===== config.mk =====
export PLATFORM = sky130hd
export DESIGN_NAME = tlb_walk_requester
export DESIGN_NICKNAME = d
export VERILOG_FILES = /design/src/rtl/tlb_walk_requester.sv
export SDC_FILE = /design/constraint.sdc
export NUM_CORES = 1
export LEC_CHECK = 0
export ABC_AREA = 1
export CORE_MARGIN = 3
export CORE_UTILIZATION = 45
export CTS_CLUSTER_SIZE = 20
export DETAILED_ROUTE_END_ITERATION = 10
export PLACE_DENSITY = 0.73
export SYNTH_ARGS = -nofsm -noshare
export SYNTH_HDL_FRONTEND = slang
export SYNTH_SLANG_ARGS = --single-unit

===== constraint.sdc =====
create_clock -name clk -period 4.3 [get_ports clk]
set_input_delay 1.075 -clock clk [delete_from_list [all_inputs] [get_ports clk]]
set_output_delay 1.075 -clock clk [all_outputs]
set_load 0.1 [all_outputs]

===== src/rtl/tlb_walk_requester.sv =====
// tlb_walk_requester: single-outstanding page-table walk initiator with bounded retry
// and saturating walk/fault statistics.
module tlb_walk_requester #(
   parameter int VPN_W     = 3,
   parameter int PTE_W     = 6,
   parameter int TIMEOUT   = 15,
   parameter int MAX_RETRY = 2,
   parameter int CNT_W     = 8
) (
   input  logic             clk,
   input  logic             rst,
   input  logic             MISS_VALID,
   input  logic [VPN_W-1:0] MISS_VPN,
   output logic             MISS_READY,
   output logic             LOOKUP_RQST,
   output logic [VPN_W-1:0] LOOKUP_ADDR,
   input  logic             LOOKUP_COMPLETE,
   input  logic [PTE_W-1:0] LOOKUP_RETURN,
   output logic             FILL_VALID,
   output logic [VPN_W-1:0] FILL_VPN,
   output logic [PTE_W-1:0] FILL_PTE,
   output logic             FILL_FAULT,
   output logic             FILL_TIMEOUT,
   input  logic             FILL_ACK,
   output logic [CNT_W-1:0] WALK_CNT,
   output logic [CNT_W-1:0] FAULT_CNT
);
   localparam int TW = $clog2(TIMEOUT);
   localparam int RW = $clog2(MAX_RETRY + 2);
   typedef enum logic [1:0] {IDLE, ISSUE, WAIT, RESP} state_t;
   state_t           state_q;
   logic [TW-1:0]    timer_q;
   logic [RW-1:0]    retry_q;
   logic             miss_ready_q, lookup_rqst_q, fill_valid_q, fill_fault_q, fill_timeout_q;
   logic [VPN_W-1:0] addr_q;
   logic [PTE_W-1:0] fill_pte_q;
   logic [CNT_W-1:0] walk_cnt_q, fault_cnt_q, walk_cnt_d, fault_cnt_d;
   logic             rsp, expire, give_up, bad_pte;
   always_comb begin
      rsp         = (state_q == ISSUE || state_q == WAIT) && LOOKUP_COMPLETE;
      expire      = state_q == WAIT && !LOOKUP_COMPLETE && timer_q == TW'(TIMEOUT - 1);
      give_up     = expire && retry_q == RW'(MAX_RETRY);
      bad_pte     = ~LOOKUP_RETURN[PTE_W-1];
      walk_cnt_d  = &walk_cnt_q  ? walk_cnt_q  : walk_cnt_q + 1'b1;
      fault_cnt_d = &fault_cnt_q ? fault_cnt_q : fault_cnt_q + 1'b1;
   end
   always_ff @(posedge clk) begin
      if (rst) begin
         state_q        <= IDLE;
         timer_q        <= '0;
         retry_q        <= '0;
         miss_ready_q   <= 1'b1;
         lookup_rqst_q  <= 1'b0;
         addr_q         <= '0;
         fill_valid_q   <= 1'b0;
         fill_pte_q     <= '0;
         fill_fault_q   <= 1'b0;
         fill_timeout_q <= 1'b0;
         walk_cnt_q     <= '0;
         fault_cnt_q    <= '0;
      end else begin
         case (state_q)
            IDLE: if (MISS_VALID) begin
               addr_q        <= MISS_VPN;
               retry_q       <= '0;
               miss_ready_q  <= 1'b0;
               lookup_rqst_q <= 1'b1;
               state_q       <= ISSUE;
            end
            ISSUE, WAIT: begin
               lookup_rqst_q <= 1'b0;
               timer_q       <= state_q == ISSUE ? '0 : timer_q + 1'b1;
               // a completion always beats timer expiry in the same cycle
               if (rsp) begin
                  fill_pte_q     <= LOOKUP_RETURN;
                  fill_fault_q   <= bad_pte;
                  fill_timeout_q <= 1'b0;
                  fill_valid_q   <= 1'b1;
                  walk_cnt_q     <= walk_cnt_d;
                  if (bad_pte) fault_cnt_q <= fault_cnt_d;
                  state_q        <= RESP;
               end else if (give_up) begin
                  fill_pte_q     <= '0;
                  fill_fault_q   <= 1'b1;
                  fill_timeout_q <= 1'b1;
                  fill_valid_q   <= 1'b1;
                  walk_cnt_q     <= walk_cnt_d;
                  fault_cnt_q    <= fault_cnt_d;
                  state_q        <= RESP;
               end else if (expire) begin
                  retry_q       <= retry_q + 1'b1;
                  lookup_rqst_q <= 1'b1;
                  state_q       <= ISSUE;
               end else if (state_q == ISSUE) begin
                  state_q <= WAIT;
               end
            end
            RESP: if (FILL_ACK) begin
               fill_valid_q <= 1'b0;
               miss_ready_q <= 1'b1;
               state_q      <= IDLE;
            end
            default: state_q <= IDLE;
         endcase
      end
   end
   assign MISS_READY   = miss_ready_q;
   assign LOOKUP_RQST  = lookup_rqst_q;
   assign LOOKUP_ADDR  = addr_q;
   assign FILL_VALID   = fill_valid_q;
   assign FILL_VPN     = addr_q;
   assign FILL_PTE     = fill_pte_q;
   assign FILL_FAULT   = fill_fault_q;
   assign FILL_TIMEOUT = fill_timeout_q;
   assign WALK_CNT     = walk_cnt_q;
   assign FAULT_CNT    = fault_cnt_q;
endmodule


==> results of run 1 <==
[sequential cells by signal, summed over array words and instances, names as in the netlist]
signal	count
FILL_VALID	1
LOOKUP_RQST	1
MISS_READY	1
FILL_FAULT	1
FAULT_CNT	8
state_q	2
retry_q	2
WALK_CNT	8
FILL_TIMEOUT	1
FILL_PTE	6
timer_q	4
FILL_VPN	3
[logic make-up (layout without fill, tap and decap cells)]
group,after synthesis,in the layout,synth area share [%]
AOI/OAI and AO/OA,48,48,13.6
and+or+nand+nor,140,140,31.4
adders and majority gates,9,9,5.51
DFF,38,38,37.2
xor gates and xnor gates,7,7,3.00
buffers and inverters,40,85,9.30
[metal layers]
metal,part of all wire (%),vias to the layer above
met4,1.4,0
met1,48,807
li1,-,988
met3,4.9,5
met5,0,-
met2,46,34
[cell type report]
| type | count | share of cell area (%) |
|---|---|---|
| well taps | 50 | 2.37 |
| clock inverters | 3 | 2.61 |
| inverters | 30 | 4.27 |
| clock buffers | 5 | 2.61 |
| repair buffers | 47 | 17.8 |
| multi-input cells | 204 | 41.5 |
| flip-flops and latches | 38 | 28.9 |
[placed cells by master, fill, tap and decap left out]
cell	count
nand2_1	70
clkdlybuf4s50_1	46
dfxtp_1	38
inv_1	28
nand3_1	28
a21oi_1	28
nor2_1	27
o21ai_0	10
ha_1	9
xor2_1	7
clkbuf_8	5
nand2_2	3
nor2_4	3
nand2_4	2
inv_2	2
o21ai_2	2
nor2_2	2
bufinv_16	2
nand4_2	1
nand3_4	1
o22ai_1	1
o211ai_1	1
o21ai_1	1
o21bai_1	1
a21oi_4	1
o21bai_2	1
nand4_1	1
a21oi_2	1
or2_2	1
nor3b_1	1
o21a_1	1
clkinv_4	1
buf_4	1
[final timing paths]
| check | endpoint | startpoint | depth (start not counted) | slack, ns |
|---|---|---|---|---|
| max | FAULT_CNT[2] | FAULT_CNT[2] | 1 | 1.32 |
| min reg2reg | FILL_PTE[3] | FILL_PTE[3] | 2 | 0.46 |
| max reg2reg | WALK_CNT[2] | state_q[0] | 7 | 2.21 |
| min | FILL_PTE[3] | FILL_PTE[3] | 2 | 0.46 |
[power by group through the flow]
stage / Combinational [mW] / Sequential, mW / Clock, mW
3_5_place_dp: 0.836 / 0.463 / 0
3_3_place_gp: 0.831 / 0.463 / 0
2_1_floorplan: 0.409 / 0.754 / 0
6_report: 0.835 / 0.455 / 0.366
5_1_grt: 0.902 / 0.464 / 0.385
4_1_cts: 0.841 / 0.456 / 0.379
[stage by stage]
stage          instance area (µm²)  utilization [%]
2_1_floorplan                 2040                -
3_3_place_gp                  2500             59.4
3_5_place_dp                  2500             59.4
4_1_cts                       2640             62.7
5_1_grt                       2640             62.7
6_report                      2640             62.7
[Yosys cell counts (all sizes together)]
cell and number:
nand2 75, dfxtp 38, nor2 32, a21oi 30, inv 30, nand3 29, o21ai 13, ha 9
buf 7, xor2 7, clkbuf 3, nand4 2, o21bai 2, nor3b 1, o211ai 1, o21a 1
o22ai 1, or2 1
==> flow_metrics.env, run 1 <==
export IMPL_syn2layout_area_growth_pct=28.9
export IMPL_fmax_mhz=336
export IMPL_antenna_found_initial=0
export IMPL_final_cells=377
export IMPL_num_io_pins=47
export IMPL_fillers=405
export IMPL_multi_input_area_um2=1090
export IMPL_end_kind="output port"
export IMPL_path_clk_slew_ns=0.08
export IMPL_combinationalPowerShare_pct=50.4
export IMPL_grt_busiest_layer="met2"
export IMPL_cts_setup_buffers=0
export IMPL_overflow=0
export IMPL_critPathArrivalTime_ns=1.90
export IMPL_status="finished clean"
export IMPL_fin_ws_ns=1.32
export IMPL_synthCells=282
export IMPL_pre_cts_ws_ns=1.63
export IMPL_grt_use_total_pct=17.2
export IMPL_syn_num_nets=305
export IMPL_grt_pass1_vias=1705
export IMPL_skew_ns=0.0108
export IMPL_numPortBuffers=46
export IMPL_htree_levels=2
export IMPL_slew_viol_final=0
export IMPL_p_leak_nw=1.03
export IMPL_tritoncts="done"
export IMPL_clockBufferDepth=2
export IMPL_synth_cell_types=33
export IMPL_seqPwrFrac_pct=27.5
export IMPL_die_x_um=73.4
export IMPL_firstDrtPassIters=4
export IMPL_antenna_left=0
export IMPL_clockPowerShare_pct=22.1
export IMPL_dp_cells=369
export IMPL_p_sw_share_pct=48.4
export IMPL_critPathBufInv=1
export IMPL_dpl_hpwl_um=2970
export IMPL_synth_area_leader_cell="dfxtp_1"
export IMPL_crit_path_max_fanout=6
export IMPL_dieHeight_um=73.4
export IMPL_synthesis_area_um2=2040
export IMPL_ctsHoldBuffers=0
export IMPL_setup_tns_ns=0
export IMPL_layout_nets=349
export IMPL_cts_root_buf="clkbuf_8"
export IMPL_vias=1834
export IMPL_critical_path_top_delay_family="buffers and inverters"
export IMPL_dieArea_um2=5390
export IMPL_met1_usage_pct=21.0
export IMPL_grt_pass1_wl_um=7290
export IMPL_critical_path_class="reg -> out"
export IMPL_p_per_area_nw_per_um2=629
export IMPL_ys_seq_area_share_pct=37.2
export IMPL_cp_data_required_time_ns=3.22
export IMPL_finalHoldViolCount=0
export IMPL_start_kind="register"
export IMPL_routed_wl_um=4230
export IMPL_met3_usage_pct=4.38
export IMPL_cts_sinks=38
export IMPL_worst_ir_drop_vdd_v=0.000463
export IMPL_antenna_cells=0
export IMPL_worst_pin_slew_ns=0.997
export IMPL_crit_chain="clkdlybuf4s50_1"
export IMPL_avgSynthCellArea_um2=7.25
export IMPL_placeableCoreArea_um2=4200
export IMPL_start_util_pct=48.7
export IMPL_hold_path_class="reg -> reg"
export IMPL_regArea_um2=761
export IMPL_drt_drc_violations_left=0
export IMPL_wl_per_cell_um=11.2
export IMPL_netSwitchingPower_mw=0.801
export IMPL_min_period_ns=2.98
export IMPL_rsz0062_at_grt="false"
export IMPL_slowest_delay_ns=1.17
export IMPL_drt_initial_drc_count=91
export IMPL_drive_gt1_share_pct=8.87
export IMPL_ys_ff_latch=38
export IMPL_place_congestion=0.812
export IMPL_min_period_over_period_pct=69.2
export IMPL_use_met2_pct=28.0
export IMPL_via_per_inst=4.86
export IMPL_insertion_delay_ns=0.30
export IMPL_cts_resized=0
export IMPL_slew_headroom_pct=33.3
export IMPL_numCtsBuffers=5
export IMPL_power_mw=1.66
export IMPL_synth_area_leaders="dfxtp_1 (37%), nand2_1 (13%), a21oi_1 (6.9%)"
export IMPL_drv_cap=0
export IMPL_timing_hold_ws_ns=0.463
export IMPL_slowest_stage="clkdlybuf4s50_1"
export IMPL_setup_viol=0
export IMPL_rows=23
export IMPL_synth_top_area_share_pct=37.2
export IMPL_internal_power_mw=0.855
export IMPL_grt_max_degree=26
export IMPL_yosys_warnings=0
Note: power is estimated with default switching activity, not from simulation.
==> inputs of run 2 (changes only) <==
==> constraint.sdc (replaced) <==
create_clock -name clk -period 2.77 [get_ports clk]
set_input_delay 0.6925 -clock clk [delete_from_list [all_inputs] [get_ports clk]]
set_output_delay 0.6925 -clock clk [all_outputs]
set_load 0.1 [all_outputs]
==> run 2 against run 1 <==
  * Core utilization decreased by 2.7 points
  * Clock power is 27% higher
  * Sequential share of layout area rose by 1.3 points
  * Total power up 47%
  * Largest cell class unchanged
  * Largest power group unchanged
==> flow_metrics.env, run 2 (synthesis results as in run 1) <==
export IMPL_slew_viol_final=0
export IMPL_place_area_um2=2410
export IMPL_final_area_um2=2520
export IMPL_dp_cells=369
export IMPL_drv_cap=0
export IMPL_die_x_um=73.4
export IMPL_antenna_cells=0
export IMPL_min_period_ns=2.07
export IMPL_p_per_area_nw_per_um2=969
export IMPL_antenna_left=0
export IMPL_critPathArrivalTime_ns=2.24
export IMPL_firstDrtPassIters=4
export IMPL_final_common_cell="nand2_1"
export IMPL_final_cell_mix="nand2_1 (70), dfxtp_1 (38), buf_4 (34)"
export IMPL_fmax_mhz=483
export IMPL_placeableCoreArea_um2=4200
export IMPL_min_period_over_period_pct=74.8
export IMPL_worst_pin_slew_ns=0.436
export IMPL_start_kind="register"
export IMPL_htree_levels=2
export IMPL_antenna_found_initial=0
export IMPL_p_leak_nw=1.07
export IMPL_skew_ns=0.00452
export IMPL_dpl_hpwl_um=3010
export IMPL_cts_root_buf="clkbuf_8"
export IMPL_worst_ir_drop_vdd_v=0.000826
export IMPL_overflow=0
export IMPL_rsz0062_at_grt="false"
export IMPL_syn2layout_area_growth_pct=23.3
export IMPL_clockBufferDepth=2
export IMPL_slowest_stage="ha_1"
export IMPL_drive_gt1_share_pct=18.3
export IMPL_routed_wl_um=4200
export IMPL_dieHeight_um=73.4
export IMPL_insertion_delay_ns=0.29
export IMPL_via_per_inst=4.92
export IMPL_num_io_pins=47
export IMPL_status="finished clean"
export IMPL_drt_drc_violations_left=0
export IMPL_grt_pass1_vias=1643
export IMPL_setup_tns_ns=0
export IMPL_cp_data_required_time_ns=2.94
export IMPL_tritoncts="done"
export IMPL_grt_pass1_wl_um=7000
export IMPL_setup_viol=0
export IMPL_final_cells=377
export IMPL_crit_top_cell="nand2_1"
export IMPL_cts_sinks=38
export IMPL_finalHoldViolCount=0
export IMPL_path_clk_slew_ns=0.07
export IMPL_grt_use_total_pct=16.5
export IMPL_crit_path_max_fanout=20
export IMPL_dieArea_um2=5390
export IMPL_start_util_pct=48.7
export IMPL_grt_max_degree=25
export IMPL_critical_path_class="reg -> reg"
export IMPL_end_kind="register"
export IMPL_vias=1853
export IMPL_ctsHoldBuffers=0
export IMPL_rows=23
export IMPL_hold_path_class="reg -> reg"
export IMPL_fillers=387
export IMPL_cts_setup_buffers=0
export IMPL_crit_chain="inv_1, ha_1, nand2_1, nand2_2, inv_2, nand2_1, a21oi_1"
export IMPL_slew_headroom_pct=70.8
export IMPL_numCtsBuffers=5
export IMPL_place_congestion=0.797
export IMPL_layout_nets=349
export IMPL_slowest_delay_ns=0.54
export IMPL_wl_per_cell_um=11.1
export IMPL_numPortBuffers=46
export IMPL_drt_initial_drc_count=56
export IMPL_cts_resized=0
run 2: critical path, delay by kind of cell (launching register included):
| family | cells | cell delay [ns] |
|---|---|---|
| AO/OA/AOI/OAI | 1 | 0.06 |
| buffers and inverters | 2 | 0.24 |
| adder cells (fa/ha/maj) | 1 | 0.54 |
| AND/OR/NAND/NOR | 3 | 0.75 |
| flip-flops | 1 | 0.36 |
run 2: area by class of cell:
class / count / area, µm² / share of cell area (%)
sequential: 38 / 761 / 30.2
inverter: 30 / 113 / 4.47
timing repair buffer: 47 / 385 / 15.3
tap: 50 / 62.6 / 2.48
multi-input combinational: 204 / 1090 / 43.4
clock inverter: 1 / 30.0 / 1.19
clock buffer: 7 / 76.3 / 3.03
run 2: worst paths after layout:
kind                    start           to  slack (ns)  depth (start not counted)
setup / recovery   state_q[1]  FILL_PTE[2]        0.70                          7
hold / removal    FILL_PTE[4]  FILL_PTE[4]        0.46                          2
setup reg to reg   state_q[1]  FILL_PTE[2]        0.70                          7
hold reg to reg   FILL_PTE[4]  FILL_PTE[4]        0.46                          2
run 2: power by group:
group / switching [mW] / leakage, nW / internal (mW)
clock: 0.193 / 0.0524 / 0.269
sequential: 0.0667 / 0.310 / 0.641
combinational: 0.973 / 0.709 / 0.300
total: 1.23 / 1.07 / 1.21
run 2: stage by stage:
stage               power, mW  util [%]  worst slack [ns]  hold slack [ns]
floorplan                1.81         -             0.659            0.452
finish                   2.44      60.0             0.699            0.465
detailed placement       1.99      57.5             0.511            0.453
global placement         1.98      57.5             0.540            0.451
global route             2.59      60.0             0.490            0.493
CTS                      2.46      60.0             0.671            0.464
run 2: metal layers:
layer / share of wire (%) / vias up / track usage [%]
met5: 0 / - / 0
met4: 2.1 / 0 / 7.85
met3: 6.4 / 7 / 3.83
met2: 43 / 46 / 25.0
met1: 49 / 810 / 21.9
li1: - / 990 / -
==> inputs of run 3 (changes only) <==
--- a/config.mk
+++ b/config.mk
@@ -10,7 +10,7 @@
 export CORE_UTILIZATION = 45
 export CTS_CLUSTER_SIZE = 20
 export DETAILED_ROUTE_END_ITERATION = 10
-export PLACE_DENSITY = 0.73
+export PLACE_DENSITY = 0.76
 export SYNTH_ARGS = -nofsm -noshare
 export SYNTH_HDL_FRONTEND = slang
 export SYNTH_SLANG_ARGS = --single-unit
==> constraint.sdc (replaced) <==
create_clock -name clk -period 1.7 [get_ports clk]
set_input_delay 0.425 -clock clk [delete_from_list [all_inputs] [get_ports clk]]
set_output_delay 0.425 -clock clk [all_outputs]
set_load 0.1 [all_outputs]
==> run 3 against run 2 <==
  * Worst setup slack got worse by 0.63 ns
  * Final cell count increased by 2.1%
  * Clock power is 63% higher
  * Sequential power is 74% higher
  * Count of clock-buffer cells in the layout shrank 2
  * Largest cell class unchanged
==> flow_metrics.env, run 3 (synthesis results as in run 1) <==
export IMPL_via_per_inst=5.12
export IMPL_hold_path_class="reg -> reg"
export IMPL_vias=1973
export IMPL_skew_ns=0.00235
export IMPL_min_period_over_period_pct=96.1
export IMPL_r2r_end="state_q[0]"
export IMPL_antenna_cells=0
export IMPL_place_congestion=0.809
export IMPL_slowest_delay_ns=0.36
export IMPL_reg2reg_depth=10
export IMPL_overflow=0
export IMPL_final_area_um2=3060
export IMPL_drv_cap=0
export IMPL_min_from="FILL_PTE[1]"
export IMPL_dieArea_um2=5390
export IMPL_final_cells=385
export IMPL_routed_wl_um=4780
export IMPL_tritoncts="done"
export IMPL_seqPwrFrac_pct=26.7
export IMPL_internal_power_mw=2.43
export IMPL_critical_path_class="reg -> reg"
export IMPL_numPortBuffers=46
export IMPL_drt_drc_violations_left=0
export IMPL_r2r_start="state_q[1]"
export IMPL_fillers=297
export IMPL_cts_root_buf="clkbuf_8"
export IMPL_num_io_pins=47
export IMPL_whs_endpoint="FILL_PTE[1]"
export IMPL_worst_ir_drop_vdd_v=0.00119
export IMPL_crit_path_max_fanout=6
export IMPL_grt_pass1_wl_um=8180
export IMPL_drt_initial_drc_count=105
export IMPL_dieHeight_um=73.4
export IMPL_critPathBufInv=4
export IMPL_layout_nets=357
export IMPL_critical_path_top_delay_family="buffers and inverters"
export IMPL_timing_hold_ws_ns=0.503
export IMPL_end_kind="register"
export IMPL_dpl_hpwl_um=3560
export IMPL_setup_viol=0
export IMPL_rrSetupSlack_ns=0.07
export IMPL_p_leak_nw=1.23
export IMPL_final_common_cell="nand2_1"
export IMPL_numCtsBuffers=5
export IMPL_insertion_delay_ns=0.29
export IMPL_final_core_utilization_pct=72.8
export IMPL_grt_use_total_pct=19.2
export IMPL_htree_levels=2
export IMPL_p_per_area_nw_per_um2=1510
export IMPL_dp_cells=377
export IMPL_p_sw_share_pct=47.3
export IMPL_holdPathStages=2
export IMPL_firstDrtPassIters=4
export IMPL_min_period_ns=1.63
export IMPL_ctsHoldBuffers=0
export IMPL_slowest_stage="dfxtp_1"
export IMPL_netSwitchingPower_mw=2.18
export IMPL_antenna_left=0
export IMPL_critPathArrivalTime_ns=1.82
export IMPL_die_x_um=73.4
export IMPL_combinationalPowerShare_pct=57.0
export IMPL_place_area_um2=2930
export IMPL_setup_tns_ns=0
export IMPL_wl_per_cell_um=12.4
export IMPL_slew_viol_final=0
export IMPL_multi_input_area_um2=1120
export IMPL_grt_max_degree=25
export IMPL_regArea_um2=786
export IMPL_cts_setup_buffers=0
export IMPL_grt_pass1_vias=1869
export IMPL_final_cell_mix="nand2_1 (68), buf_12 (34), inv_1 (28), nand3_1 (28), a21oi_1 (28)"
export IMPL_cp_data_required_time_ns=1.89
export IMPL_start_util_pct=48.7
export IMPL_clockBufferDepth=2
export IMPL_clockPowerShare_pct=16.3
export IMPL_placeableCoreArea_um2=4200
export IMPL_slew_headroom_pct=79.2
export IMPL_syn2layout_area_growth_pct=49.6
export IMPL_drive_gt1_share_pct=27.2
export IMPL_start_kind="register"
export IMPL_status="finished clean"
export IMPL_rows=23
export IMPL_finalHoldViolCount=0
export IMPL_fmax_mhz=612
export IMPL_crit_chain="inv_1, ha_4, buf_4, inv_2, nor2_1, inv_1, o21bai_4, nand2_1, nand2_1, nor2_1"
export IMPL_path_clk_slew_ns=0.07
export IMPL_cts_sinks=38
export IMPL_antenna_found_initial=0
export IMPL_worst_pin_slew_ns=0.311
## run 3: through the flow
step | power [mW] | setup WS [ns]
2_1_floorplan | 2.95 | -0.0112
3_3_place_gp | 3.72 | -0.0811
3_5_place_dp | 3.78 | -0.113
4_1_cts | 4.59 | 0.0549
5_1_grt | 4.85 | -0.0164
6_report | 4.62 | 0.0663
## run 3: final cells by class
class                      instances  area share, %
timing repair buffer              55           28.5
inverter                          30           3.68
clock buffer                       5           2.25
clock inverter                     3           1.31
sequential                        38           25.7
tap                               50           2.04
multi-input combinational        204           36.6
## run 3: power groups by stage
stage          combinational (mW)  sequential (mW)  clock [mW]
6_report                     2.63             1.23       0.753
3_5_place_dp                 2.53             1.25           0
2_1_floorplan                1.03             1.92           0
4_1_cts                      2.60             1.23       0.759
5_1_grt                      2.80             1.26       0.797
3_3_place_gp                 2.48             1.24           0
## run 3: worst max path at each step
stage / from / end / slack (ns) / depth (start not counted)
6_report: state_q[1] / state_q[0] / 0.07 / 10
5_1_grt: state_q[1] / state_q[0] / -0.02 / 10
4_1_cts: state_q[1] / state_q[0] / 0.05 / 10
3_5_place_dp: LOOKUP_COMPLETE / FAULT_CNT[5] / -0.11 / 7
3_3_place_gp: LOOKUP_COMPLETE / FAULT_CNT[0] / -0.08 / 7
2_1_floorplan: WALK_CNT[0] / WALK_CNT[7] / -0.01 / 7
## run 3: worst reg2reg max path, delay by kind of cell, from the launching register on
kind | cells | cell delay (ns)
AOI/OAI and AO/OA | 1 | 0.17
adders and majority gates | 1 | 0.31
buffers and inverters | 4 | 0.38
DFF | 1 | 0.36
and+or+nand+nor | 4 | 0.29
## run 3: repair_timing
| action | in CTS | in global routing |
|---|---|---|
| gates resized for setup | 2 | 2 |
| endpoints found under the hold margin | 0 | 0 |
| setup endpoints to repair | 4 | 2 |
| pin swaps | 0 | 1 |
## run 3: layer usage
layer  wire, µm  part of all wire, %  vias up  GRT usage, %
li1           -                    -     1004             -
met1       2050                   43      884          22.5
met2       2320                   49       77          33.5
met3        323                  6.8        8          4.10
met4         84                  1.8        0          8.25
met5          0                    0        -             0
